--- config.mk ---
export PLATFORM = sky130hd
export DESIGN_NAME = l2_responder
export DESIGN_NICKNAME = d
export VERILOG_FILES = /design/src/rtl/l2_responder.sv
export SDC_FILE = /design/constraint.sdc
export NUM_CORES = 1
export LEC_CHECK = 0
export BUFFER_PORTS_ARGS = -buffer_cell sky130_fd_sc_hd__buf_2
export CAP_MARGIN = 20
export CORE_AREA = 4 4 123 125
export DETAILED_ROUTE_END_ITERATION = 10
export DIE_AREA = 0 0 127 129
export MAX_ROUTING_LAYER = met4
export PLACE_DENSITY = 0.6
export SYNTH_ARGS = -nofsm -noshare
export SYNTH_HDL_FRONTEND = slang
export SYNTH_SLANG_ARGS = --single-unit
export TNS_END_PERCENT = 10
--- constraint.sdc ---
create_clock -name clk -period 2.1 [get_ports clk]
set_clock_uncertainty 0.1 [all_clocks]
set_input_delay 0.42 -clock clk [delete_from_list [all_inputs] [get_ports clk]]
set_output_delay 0.42 -clock clk [all_outputs]
set_load 0.005 [all_outputs]
--- src/rtl/l2_responder.sv ---
`default_nettype none
// ============================================================================
// l2_responder : L2-side endpoint of the arbiter handshake; latches the
// granted core's request, runs one backing-memory access, returns the result.
// Optional watchdog abort when L2_TIMEOUT_EN is defined.
// Revision 1.0
// ============================================================================
module l2_responder #(
  parameter int N_CORES        = 4,
  parameter int ADDR_W         = 16,
  parameter int DATA_W         = 32,
  parameter int TIMEOUT_CYCLES = 64,
  localparam int GRANT_W       = (N_CORES > 1) ? $clog2(N_CORES) : 1
) (
  input  logic                        clk,
  input  logic                        rst,
  input  logic [GRANT_W-1:0]          grant,
  input  logic                        grant_ready,
  output logic                        busy,
  input  logic [N_CORES*ADDR_W-1:0]   req_addr,
  input  logic [N_CORES*DATA_W-1:0]   req_wdata,
  input  logic [N_CORES-1:0]          req_we,
  output logic                        mem_req,
  output logic                        mem_we,
  output logic [ADDR_W-1:0]           mem_addr,
  output logic [DATA_W-1:0]           mem_wdata,
  input  logic                        mem_ack,
  input  logic [DATA_W-1:0]           mem_rdata,
  output logic [N_CORES-1:0]          resp_valid,
  output logic [DATA_W-1:0]           resp_rdata,
  output logic                        resp_err
);

  typedef enum logic [1:0] {
    S_IDLE  = 2'd0,
    S_ISSUE = 2'd1,
    S_RESP  = 2'd2
  } state_t;

  localparam logic [GRANT_W:0] GRANT_LIMIT = (GRANT_W+1)'(N_CORES);

  state_t              state_q, state_d;
  logic [GRANT_W-1:0]  owner_q, owner_d;
  logic [ADDR_W-1:0]   addr_q,  addr_d;
  logic [DATA_W-1:0]   wdata_q, wdata_d;
  logic                we_q,    we_d;
  logic [DATA_W-1:0]   rdata_q, rdata_d;
  logic                grant_ok;

  assign grant_ok = ({1'b0, grant} < GRANT_LIMIT);

`ifdef L2_TIMEOUT_EN
  localparam int CNT_W = $clog2(TIMEOUT_CYCLES) + 1;
  logic [CNT_W-1:0] cnt_q, cnt_d;
  logic             err_q, err_d;
`else
  logic unused_timeout;
  assign unused_timeout = ^TIMEOUT_CYCLES;
`endif

  always_comb begin
    state_d = state_q;
    owner_d = owner_q;
    addr_d  = addr_q;
    wdata_d = wdata_q;
    we_d    = we_q;
    rdata_d = rdata_q;
`ifdef L2_TIMEOUT_EN
    cnt_d   = cnt_q;
    err_d   = err_q;
`endif
    case (state_q)
      S_IDLE: begin
        if (grant_ready && grant_ok) begin
          owner_d = grant;
          addr_d  = req_addr[grant*ADDR_W +: ADDR_W];
          wdata_d = req_wdata[grant*DATA_W +: DATA_W];
          we_d    = req_we[grant];
          state_d = S_ISSUE;
`ifdef L2_TIMEOUT_EN
          cnt_d   = '0;
          err_d   = 1'b0;
`endif
        end
      end
      S_ISSUE: begin
        // Ack beats the watchdog when both land in the same cycle
        if (mem_ack) begin
          rdata_d = we_q ? '0 : mem_rdata;
          state_d = S_RESP;
        end
`ifdef L2_TIMEOUT_EN
        else if (cnt_q == CNT_W'(TIMEOUT_CYCLES - 1)) begin
          rdata_d = '0;
          err_d   = 1'b1;
          state_d = S_RESP;
        end else begin
          cnt_d = cnt_q + CNT_W'(1);
        end
`endif
      end
      S_RESP:  state_d = S_IDLE;
      default: state_d = S_IDLE;
    endcase
  end

  always_ff @(posedge clk) begin
    if (rst) begin
      state_q <= S_IDLE;
      owner_q <= '0;
      addr_q  <= '0;
      wdata_q <= '0;
      we_q    <= 1'b0;
      rdata_q <= '0;
`ifdef L2_TIMEOUT_EN
      cnt_q   <= '0;
      err_q   <= 1'b0;
`endif
    end else begin
      state_q <= state_d;
      owner_q <= owner_d;
      addr_q  <= addr_d;
      wdata_q <= wdata_d;
      we_q    <= we_d;
      rdata_q <= rdata_d;
`ifdef L2_TIMEOUT_EN
      cnt_q   <= cnt_d;
      err_q   <= err_d;
`endif
    end
  end

  // All outputs decode from registered state only
  assign busy       = (state_q != S_IDLE);
  assign mem_req    = (state_q == S_ISSUE);
  assign mem_we     = (state_q == S_ISSUE) && we_q;
  assign mem_addr   = addr_q;
  assign mem_wdata  = wdata_q;
  assign resp_rdata = (state_q == S_RESP) ? rdata_q : '0;

`ifdef L2_TIMEOUT_EN
  assign resp_err = (state_q == S_RESP) && err_q;
`else
  assign resp_err = 1'b0;
`endif

  for (genvar i = 0; i < N_CORES; i++) begin : g_resp
    localparam logic [GRANT_W-1:0] IDX = GRANT_W'(i);
    assign resp_valid[i] = (state_q == S_RESP) && (owner_q == IDX);
  end

endmodule
`default_nettype wire

# Yosys cells after proc, flatten, opt, wreduce, memory -nomap -nowiden
# Index checks and enable logic that the tools add are counted.
[word_totals] mem_bits_ro=0 output_inout_bits=88 ram_bits=0 memories=0 latch_bits=0 reg_bits=85
[classes] reduce_logical=11 n_div=0 n_eq_ne=7 shifts=2 bitwise_logic=0 mux=7 addsub=0 magnitude_cmp=1 mul=0
[ops] operator="$shiftx A128 B8 Y32" n=1
[ops] operator="$mux W32" n=2
[ops] operator="$shiftx A64 B7 Y16" n=1
[ops] operator="$eq A2 B2 Y1 const B" n=3
[ops] operator="$reduce_and A2 Y1" n=3
[ops] operator="$logic_and A1 B1 Y1" n=5
[ops] operator="$eq A2 B1 Y1 const B" n=2
[ops] operator="$logic_not A2 Y1" n=2
[ops] operator="$mux W2" n=2
[ops] operator="$pmux W2 S2" n=1
[ops] operator="$lt A2 B3 Y1 const B" n=1
[ops] operator="$bmux W1 S2" n=1
[ops] operator="$ne A2 B1 Y1 const B" n=1
[ops] operator="$ne A2 B2 Y1 const B" n=1
[ops] operator="$reduce_bool A2 Y1" n=1
[ops] operator="$mux W1" n=1

# Depth between registers and ports, before layout
# Gate-level depths: netlist (run 1).
[depth] ltp_word=3 ltp_mapped=5 mapped_depth_nobuf=3

# Worst setup path after synthesis (run 1)
# No wires, ideal clock.
[synth_timing] kind="register -> output" from="reg state_q[1]" to="out resp_valid[2]" t_arrival_ps=1149 path_buffers=1 path_stages_with_launch=5 setup_slack_ps=431 cell_sequence="dfxtp_1 nor2b_1 clkbuf_1 nand2_1 nor2_1"
[synth_via] elab_chain_len=2
[synth_lines] item="start: declaration" line_no="42" text="state_t state_q, state_d;"
[synth_lines] item="start signal: assignment" line_no="120" text="state_q <= state_d;"
[synth_lines] item="$eq A2 B2 Y1" line_no="149" text="assign resp_valid[i] = (state_q == S_RESP) && (owner_q == IDX);"
[synth_lines] item="$logic_and A1 B1 Y1" line_no="149"
[synth_lines] item="end: declaration" line_no="29" text="output logic [N_CORES-1:0] resp_valid,"
# Every way passes these cells.

# Worst setup path after layout (run 1)
[layout_timing] from="reg state_q[1]" to="out resp_valid[0]"
# Same word-level chain as after synthesis.

==> results.tsv, run 1 <==
stage	metric	value	unit
clock_tree	CTS Root Buffer Type	sky130_fd_sc_hd__clkbuf_16	
clock_tree	clock insertion delay at the later pin of the skew report	0.33	ns
place	detailed-placement wirelength estimate	11900	microns
power_and_ir_drop	switching pwr	963	uW
yosys	part of the Yosys area used for sequential elements	0.415	
yosys	main flop type after synthesis	sky130_fd_sc_hd__dfxtp_1	
yosys	Post-Synth Adder-Cell Area	0	
critical_path	WP data arrival	1.42	ns
power_and_ir_drop	peak supply drop	346	uV
yosys	number of library cell types mapped by synthesis	26	
floorplanning	die outline height	129	microns
floorplanning	Site Rows	43	
yosys	Synth Area in Simple Gates	0.0784	
job	Max Cap Violations	0	
yosys	#FFs+latches synth	85	
route	routed wirelength normalized by instance count	18.2	microns
finish	combined area of the multi-input logic cells	0.00220	sq mm
yosys	mux share of post-synthesis cell area	0.276	
sta	Fmax	515	MHz
clock_tree	clk sink count	85	
place	routability congestion estimate from global placement	0.848	
route	number of DRC violations after detailed routing	0	
clock_tree	number of hold buffers added after cts	0	
global_route	global-route usage over all layers	0.174	
sta	final hold viol count	0	
route	overall via count from detail_route	3975	
sta	period utilisation layout	0.924	
floorplanning	overall die area	0.0164	sq mm
clock_tree	post-CTS clock slew at the launch and capture registers of the worst setup and hold paths	0.06	ns
sta	total of endpoints with negative setup slack in the final report	0	
route	post-route antenna net violation count	0	
global_route	number of global-route vias before repair	4124	
power_and_ir_drop	power density normalized to cell area	634	mW/mm^2
power_and_ir_drop	Static Leak	3.06	nW
floorplanning	initial standard-cell utilization of the core	0.296	
finish	Final #Nets	847	
global_route	largest net degree at the start of global routing	51	
critical_path	category of the worst setup path capture point	output port	
sta	RSZ-0062 raised after global routing	no	
yosys	Synth top area share	0.415	
yosys	cell taking the most area after synthesis	sky130_fd_sc_hd__dfxtp_1	
global_route	number of antenna violations at the first check in global routing	7	
yosys	xor/xnor cell area share of the yosys netlist	0	
sta	Tmin final	1.94	ns
critical_path	nature of the critical path startpoint	register	
yosys	Netlist Area Pre-Place	0.00410	sq mm
clock_tree	clock buffer count from CTS	9	
yosys	largest family of logic cells by synthesized area	multiplexers	
yosys	syn_area_per_cell	13.5	sq um
finish	layout overhead on the synthesized area	50.8	%
route	vias per inst	4.94	
finish	ratio of cells with drive above 1 in the final layout	0.657	
floorplanning	core region area	0.0139	sq mm
power_and_ir_drop	Internal Pwr Total	2.96	mW
place	count of buffers from port buffering	320	
power_and_ir_drop	sequential share of power	0.454	
yosys	Synth Area in Compound Gates	0.174	
clock_tree	TritonCTS clock tree	yes	
route	number of detailed-routing iterations run before antenna repair	4	
global_route	first-pass GRT wire length	21700	microns
yosys	post-synthesis instance total	303	
sta	count of pins over their slew limit	0	
power_and_ir_drop	fraction of power consumed by the clock network	0.354	
sta	Setup Total Neg Slack	0	ns
yosys	number of nets produced by synthesis	537	
min_path	Tightest Hold Check Type	input pin to register	
clock_tree	maximum number of buffers from clock root to sink	2	
finish	layout filler cell count	1318	
route	detailed router's first-iteration violation count	131	
status	outcome	completed	
floorplanning	die boundary width	127	microns
sta	hold slack	0.192	ns
finish	combined flip-flop and latch cell area	0.00170	sq mm
power_and_ir_drop	switching part of the total power	0.245	
yosys	YS warnings	0	
power_and_ir_drop	combinational share of power	0.192	
critical_path	Critical Setup Path Class	register to output port	
yosys	fraction of registers with async set or reset after synthesis	0	
floorplanning	I/O pins	322	
clock_tree	# Post-CTS Setup Buffers	0	
yosys	list of most frequent post-synthesis cells	85 x sky130_fd_sc_hd__dfxtp_1, 81 x sky130_fd_sc_hd__a22o_1, 49 x sky130_fd_sc_hd__mux4_2	
yosys	cell with the most instances after synthesis	sky130_fd_sc_hd__dfxtp_1	
critical_path	worst-path fanout max	34	
finish	post-route cell area	0.00619	sq mm
yosys	number of synthesized flops with an enable pin	0	
place	post-place instance area	0.00590	sq mm
yosys	main area contributors after synthesis	sky130_fd_sc_hd__dfxtp_1 41%, sky130_fd_sc_hd__mux4_2 27%, sky130_fd_sc_hd__a22o_1 17%, sky130_fd_sc_hd__and2_1 5.0%, sky130_fd_sc_hd__buf_6 3.0%	
clock_tree	H-Tree Level Count	3	
critical_path	required time worst endpoint	1.58	ns
route	sum of routed wire length over all layers	14700	microns
global_route	sum of overflow across all layers after global routing	0	
-- repair_timing --
item	CTS	global route
endpoints found under the hold margin	0	0
resized for setup	2	2
setup endpoints to repair	5	5
gates cloned	0	0
pin swaps	0	0
-- layout by cell type, fill, tap and decap left out, types with 6 or more instances in the layout --
cell / n
sky130_fd_sc_hd__buf_2: 319
sky130_fd_sc_hd__diode_2: 8
sky130_fd_sc_hd__buf_4: 6
sky130_fd_sc_hd__clkbuf_16: 9
sky130_fd_sc_hd__and2_1: 33
sky130_fd_sc_hd__a22o_1: 81
sky130_fd_sc_hd__mux4_2: 49
sky130_fd_sc_hd__dfxtp_1: 84
sky130_fd_sc_hd__buf_12: 7
-- power groups by stage --
stage                     clock, mW  combinational, mW  sequential, mW
after floorplan                   0              0.382            1.81
after global placement            0              0.741            1.81
after detailed placement          0              0.764            1.81
after CTS                      1.45              0.766            1.78
after global routing           1.52              0.818            1.79
final                          1.39              0.753            1.78
-- cell type report --
cell class | instances | share of cell area
multi-input combinational | 184 | 0.355
timing repair buffer | 332 | 0.288
inverter | 1 | 0.000607
sequential | 85 | 0.275
clock buffer | 9 | 0.0364
clock inverter | 5 | 0.00485
antenna | 8 | 0.00324
tap | 180 | 0.0364
-- worst paths after layout --
check / from / slack [ns] / to / depth (start not counted)
setup / recovery: state_q[1]$_SDFFE_PP0P_ / 0.16 / resp_valid[0] / 4
hold / removal: mem_rdata[29] / 0.19 / rdata_q[29]$_SDFFE_PP0P_ / 2
setup reg to reg: state_q[0]$_SDFFE_PP0P_ / 0.52 / rdata_q[30]$_SDFFE_PP0P_ / 4
hold reg to reg: mem_wdata[30]$_SDFFE_PP0P_ / 0.37 / mem_wdata[30]$_SDFFE_PP0P_ / 1
-- worst max-delay path, cell delays in order (launching register included) --
cell and delay [ns]:
sky130_fd_sc_hd__dfxtp_2 0.40, sky130_fd_sc_hd__nor2b_4 0.21, sky130_fd_sc_hd__buf_12 0.17, sky130_fd_sc_hd__nor3b_2 0.17
sky130_fd_sc_hd__buf_2 0.13
-- per-layer routing --
layer / track usage / vias up / part of all wire / wire length, microns
met1: 0.195 / 1879 / 0.37 / 5410
met3: 0.0631 / 36 / 0.11 / 1540
met5: - / - / 0 / 0
met2: 0.280 / 226 / 0.50 / 7290
li1: - / 1834 / - / -
met4: 0.0801 / 0 / 0.029 / 418
-- per-stage QoR --
stage          instances  worst slack [ns]   util  power, mW
2_1_floorplan        303             0.431      -       2.19
3_3_place_gp         782             0.288  0.425       2.55
3_5_place_dp         782             0.242  0.425       2.58
4_1_cts              796           0.00283  0.444       3.99
5_1_grt              804            0.0748  0.446       4.13
6_report             804             0.160  0.446       3.92
-- state kept, by name, summed over array words and instances (netlist names) --
name,count
mem_addr,16
mem_wdata,32
owner_q,2
rdata_q,32
state_q,2
we_q,1
-- cell families after synthesis --
logic type	after synthesis
AND/OR/NAND/NOR	49
AO/OA/AOI/OAI	82
flip-flops	85
multiplexers	52
other	1
buffers and inverters	34
Note: power is estimated with default switching activity, not from simulation.
==> inputs of run 2 (changes only) <==
--- a/config.mk
+++ b/config.mk
@@ -5,13 +5,14 @@
 export SDC_FILE = /design/constraint.sdc
 export NUM_CORES = 1
 export LEC_CHECK = 0
+export ABC_AREA = 1
 export BUFFER_PORTS_ARGS = -buffer_cell sky130_fd_sc_hd__buf_2
 export CAP_MARGIN = 20
-export CORE_AREA = 4 4 123 125
+export CORE_AREA = 4 4 124 126
 export DETAILED_ROUTE_END_ITERATION = 10
-export DIE_AREA = 0 0 127 129
+export DIE_AREA = 0 0 128 130
 export MAX_ROUTING_LAYER = met4
-export PLACE_DENSITY = 0.6
+export PLACE_DENSITY = 0.68
 export SYNTH_ARGS = -nofsm -noshare
 export SYNTH_HDL_FRONTEND = slang
 export SYNTH_SLANG_ARGS = --single-unit
==> results.tsv, run 2 <==
stage	metric	value	unit	change
status	outcome	completed		
floorplanning	Site Rows	44		+2.3%
yosys	main flop type after synthesis	sky130_fd_sc_hd__dfxtp_1		
clock_tree	clock insertion delay at the later pin of the skew report	0.34	ns	about the same
clock_tree	post-CTS clock slew at the launch and capture registers of the worst setup and hold paths	0.07	ns	about the same
clock_tree	clock buffer count from CTS	9		unchanged
power_and_ir_drop	Static Leak	4.15	nW	+36%
yosys	#FFs+latches synth	85		unchanged
finish	layout overhead on the synthesized area	39.2	%	
power_and_ir_drop	peak supply drop	366	uV	+5.8%
route	vias per inst	4.62		-6.5%
clock_tree	H-Tree Level Count	3		unchanged
floorplanning	core region area	0.0143	sq mm	+3.1%
floorplanning	I/O pins	322		unchanged
sta	period utilisation layout	0.935		+0.0107
critical_path	count of buffer and inverter cells on the critical path	2		unchanged
yosys	syn_area_per_cell	5.73	sq um	-58%
route	detailed router's first-iteration violation count	407		+210%
critical_path	Critical Setup Path Class	register to output port		
min_path	Tightest Hold Check Type	input pin to register		
route	sum of routed wire length over all layers	18300	microns	+25%
global_route	number of global-route vias before repair	5723		+39%
sta	worst-case setup margin in the final layout	0.137	ns	-0.0225 ns
power_and_ir_drop	power density normalized to cell area	632	mW/mm^2	-0.32%
yosys	Netlist Area Pre-Place	0.00520	sq mm	+27%
clock_tree	clk sink count	85		unchanged
yosys	Synth top area share	0.327		-0.0876
finish	highest-count cells in the layout ignoring fill and taps	362 x sky130_fd_sc_hd__nand2_1, 319 x sky130_fd_sc_hd__buf_2, 139 x sky130_fd_sc_hd__nand3_1		
clock_tree	number of hold buffers added after cts	0		unchanged
sta	count of pins over their slew limit	0		unchanged
clock_tree	CTS Root Buffer Type	sky130_fd_sc_hd__clkbuf_16		
yosys	YS warnings	0		unchanged
sta	RSZ-0062 raised after global routing	no		
floorplanning	initial standard-cell utilization of the core	0.364		+0.0679
yosys	cell taking the most area after synthesis	sky130_fd_sc_hd__dfxtp_1		
place	post-place setup slack	0.447	ns	+0.204 ns
critical_path	Worst setup startpoint	state_q[1]$_SDFFE_PP0P_		
floorplanning	die boundary width	128	microns	+0.79%
critical_path	category of the worst setup path capture point	output port		
floorplanning	die outline height	130	microns	+0.78%
critical_path	startpoint of the lowest-slack register-to-register path	state_q[1]$_SDFFE_PP0P_		
yosys	fraction of registers with async set or reset after synthesis	0		unchanged
sta	Fmax	510	MHz	-1.1%
global_route	number of antenna violations at the first check in global routing	0		-7
sta	final hold viol count	0		unchanged
place	total placed cells including tap cells	1365		+75%
finish	ratio of cells with drive above 1 in the final layout	0.302		-0.356
sta	total of endpoints with negative setup slack in the final report	0		unchanged
route	post-route antenna net violation count	0		unchanged
critical_path	slowest stage cell, crit path	sky130_fd_sc_hd__dfxtp_1		
critical_path	WP data arrival	1.44	ns	+0.02 ns
yosys	post-synthesis instance total	908		+200%
yosys	cell with the most instances after synthesis	sky130_fd_sc_hd__nand2_1		
clock_tree	CTS resizes	0		-2
critical_path	worst-path fanout max	30		-12%
finish	commonest non-fill, non-tap cell in the layout	sky130_fd_sc_hd__nand2_1		
critical_path	required time worst endpoint	1.58	ns	about the same
clock_tree	# Post-CTS Setup Buffers	0		unchanged
sta	Tmin final	1.96	ns	+0.0225 ns
yosys	number of synthesized flops with an enable pin	0		unchanged
yosys	number of library cell types mapped by synthesis	21		-19%
clock_tree	maximum number of buffers from clock root to sink	2		unchanged
critical_path	Worst path top cell family by delay	flip-flops		
global_route	global-route usage over all layers	0.219		+0.0441
finish	final cell count without fillers	1381		+72%
sta	Setup Total Neg Slack	0	ns	unchanged
place	count of buffers from port buffering	320		unchanged
floorplanning	overall die area	0.0166	sq mm	+1.6%
job	Max Cap Violations	0		unchanged
yosys	main area contributors after synthesis	sky130_fd_sc_hd__dfxtp_1 33%, sky130_fd_sc_hd__nand2_1 26%, sky130_fd_sc_hd__nand3_1 13%, sky130_fd_sc_hd__inv_1 8.9%, sky130_fd_sc_hd__a21oi_1 4.9%		
route	number of detailed-routing iterations run before antenna repair	4		unchanged
yosys	number of nets produced by synthesis	1142		+110%
global_route	largest net degree at the start of global routing	64		+25%
finish	Final #Nets	1426		+68%
route	overall via count from detail_route	6383		+61%
place	detailed-placement wirelength estimate	13900	microns	+16%
critical_path	CP max stage delay	0.38	ns	-0.02 ns
route	routed wirelength normalized by instance count	13.3	microns	-27%
place	routability congestion estimate from global placement	0.818		-3.6%
critical_path	cells along the critical path	nand2_1 -> buf_12 -> nor3_1 -> buf_2		
finish	total inserted antenna cells	0		-8
min_path	source of the worst hold timing path	mem_rdata[17]		
clock_tree	TritonCTS clock tree	yes		
global_route	sum of overflow across all layers after global routing	0		unchanged
finish	post-route cell area	0.00724	sq mm	+17%
yosys	part of the Yosys area used for sequential elements	0.327		-0.0876
route	number of DRC violations after detailed routing	0		unchanged
critical_path	nature of the critical path startpoint	register		
place	post-place instance area	0.00691	sq mm	+17%
global_route	first-pass GRT wire length	28500	microns	+31%
yosys	list of most frequent post-synthesis cells	362 x sky130_fd_sc_hd__nand2_1, 139 x sky130_fd_sc_hd__nand3_1, 124 x sky130_fd_sc_hd__inv_1		
==> run 2: changes by cell type after synthesis, sizes merged, moves of 4 or more <==
cell	delta
nand2	+361
nand3	+140
inv	+129
a22o	-81
a21oi	+50
mux4	-49
o21ai	+34
and2	-33
nor2	+31
buf	+27
clkbuf	+4
==> run 2: path summary, 6_finish.rpt <==
check | cells past startpoint | slack (ns) | to
worst min register to register | 2 | 0.38 | rdata_q[25]$_SDFFE_PP0P_
worst max register to register | 7 | 0.76 | mem_addr[2]$_SDFFE_PP0P_
worst min-delay path | 3 | 0.23 | rdata_q[17]$_SDFFE_PP0P_
worst max-delay path | 4 | 0.14 | resp_valid[0]
==> run 2: area by class of cell <==
cell class | instances | area (sq um)
tap | 184 | 230
fill | 1551 | 7070
inverter | 131 | 494
multi-input combinational | 628 | 2660
clock buffer | 9 | 225
sequential | 85 | 1700
clock inverter | 7 | 104
timing repair buffer | 337 | 1830
==> run 2: where the power goes <==
part | total [mW] | leakage (nW) | internal [mW] | switching [mW]
sequential | 1.78 | 0.699 | 1.73 | 0.0563
combinational | 1.03 | 3.29 | 0.454 | 0.576
clock | 1.76 | 0.161 | 1.06 | 0.700
total | 4.58 | 4.15 | 3.24 | 1.33
==> run 2: routing by layer <==
metal	GRT usage	wire [microns]
met5	-	0
met4	0.0624	286
met3	0.0495	1530
met2	0.365	9000
met1	0.265	7510
==> run 2: logic make-up (layout without fill, tap and decap cells) <==
group	after synthesis	in the layout	synth area share
and+or+nand+nor	541	541	0.426
buffers and inverters	195	484	0.163
AOI/OAI and AO/OA	86	86	0.0832
DFF	85	85	0.327
other	1	1	0.000721
==> run 2: per-stage QoR <==
| step | utilization | power, mW | hold slack (ns) |
|---|---|---|---|
| after global routing | 0.506 | 4.86 | 0.226 |
| after CTS | 0.506 | 4.64 | 0.216 |
| final | 0.506 | 4.58 | 0.232 |
| after floorplan | - | 2.40 | 0.353 |
| after detailed placement | 0.483 | 2.86 | 0.371 |
| after global placement | 0.483 | 2.85 | 0.363 |
==> run 2: worst min-delay path, cell delays in order <==
cell                      delay [ns]
sky130_fd_sc_hd__buf_2          0.09
sky130_fd_sc_hd__nand2_1        0.05
sky130_fd_sc_hd__o21ai_1        0.06
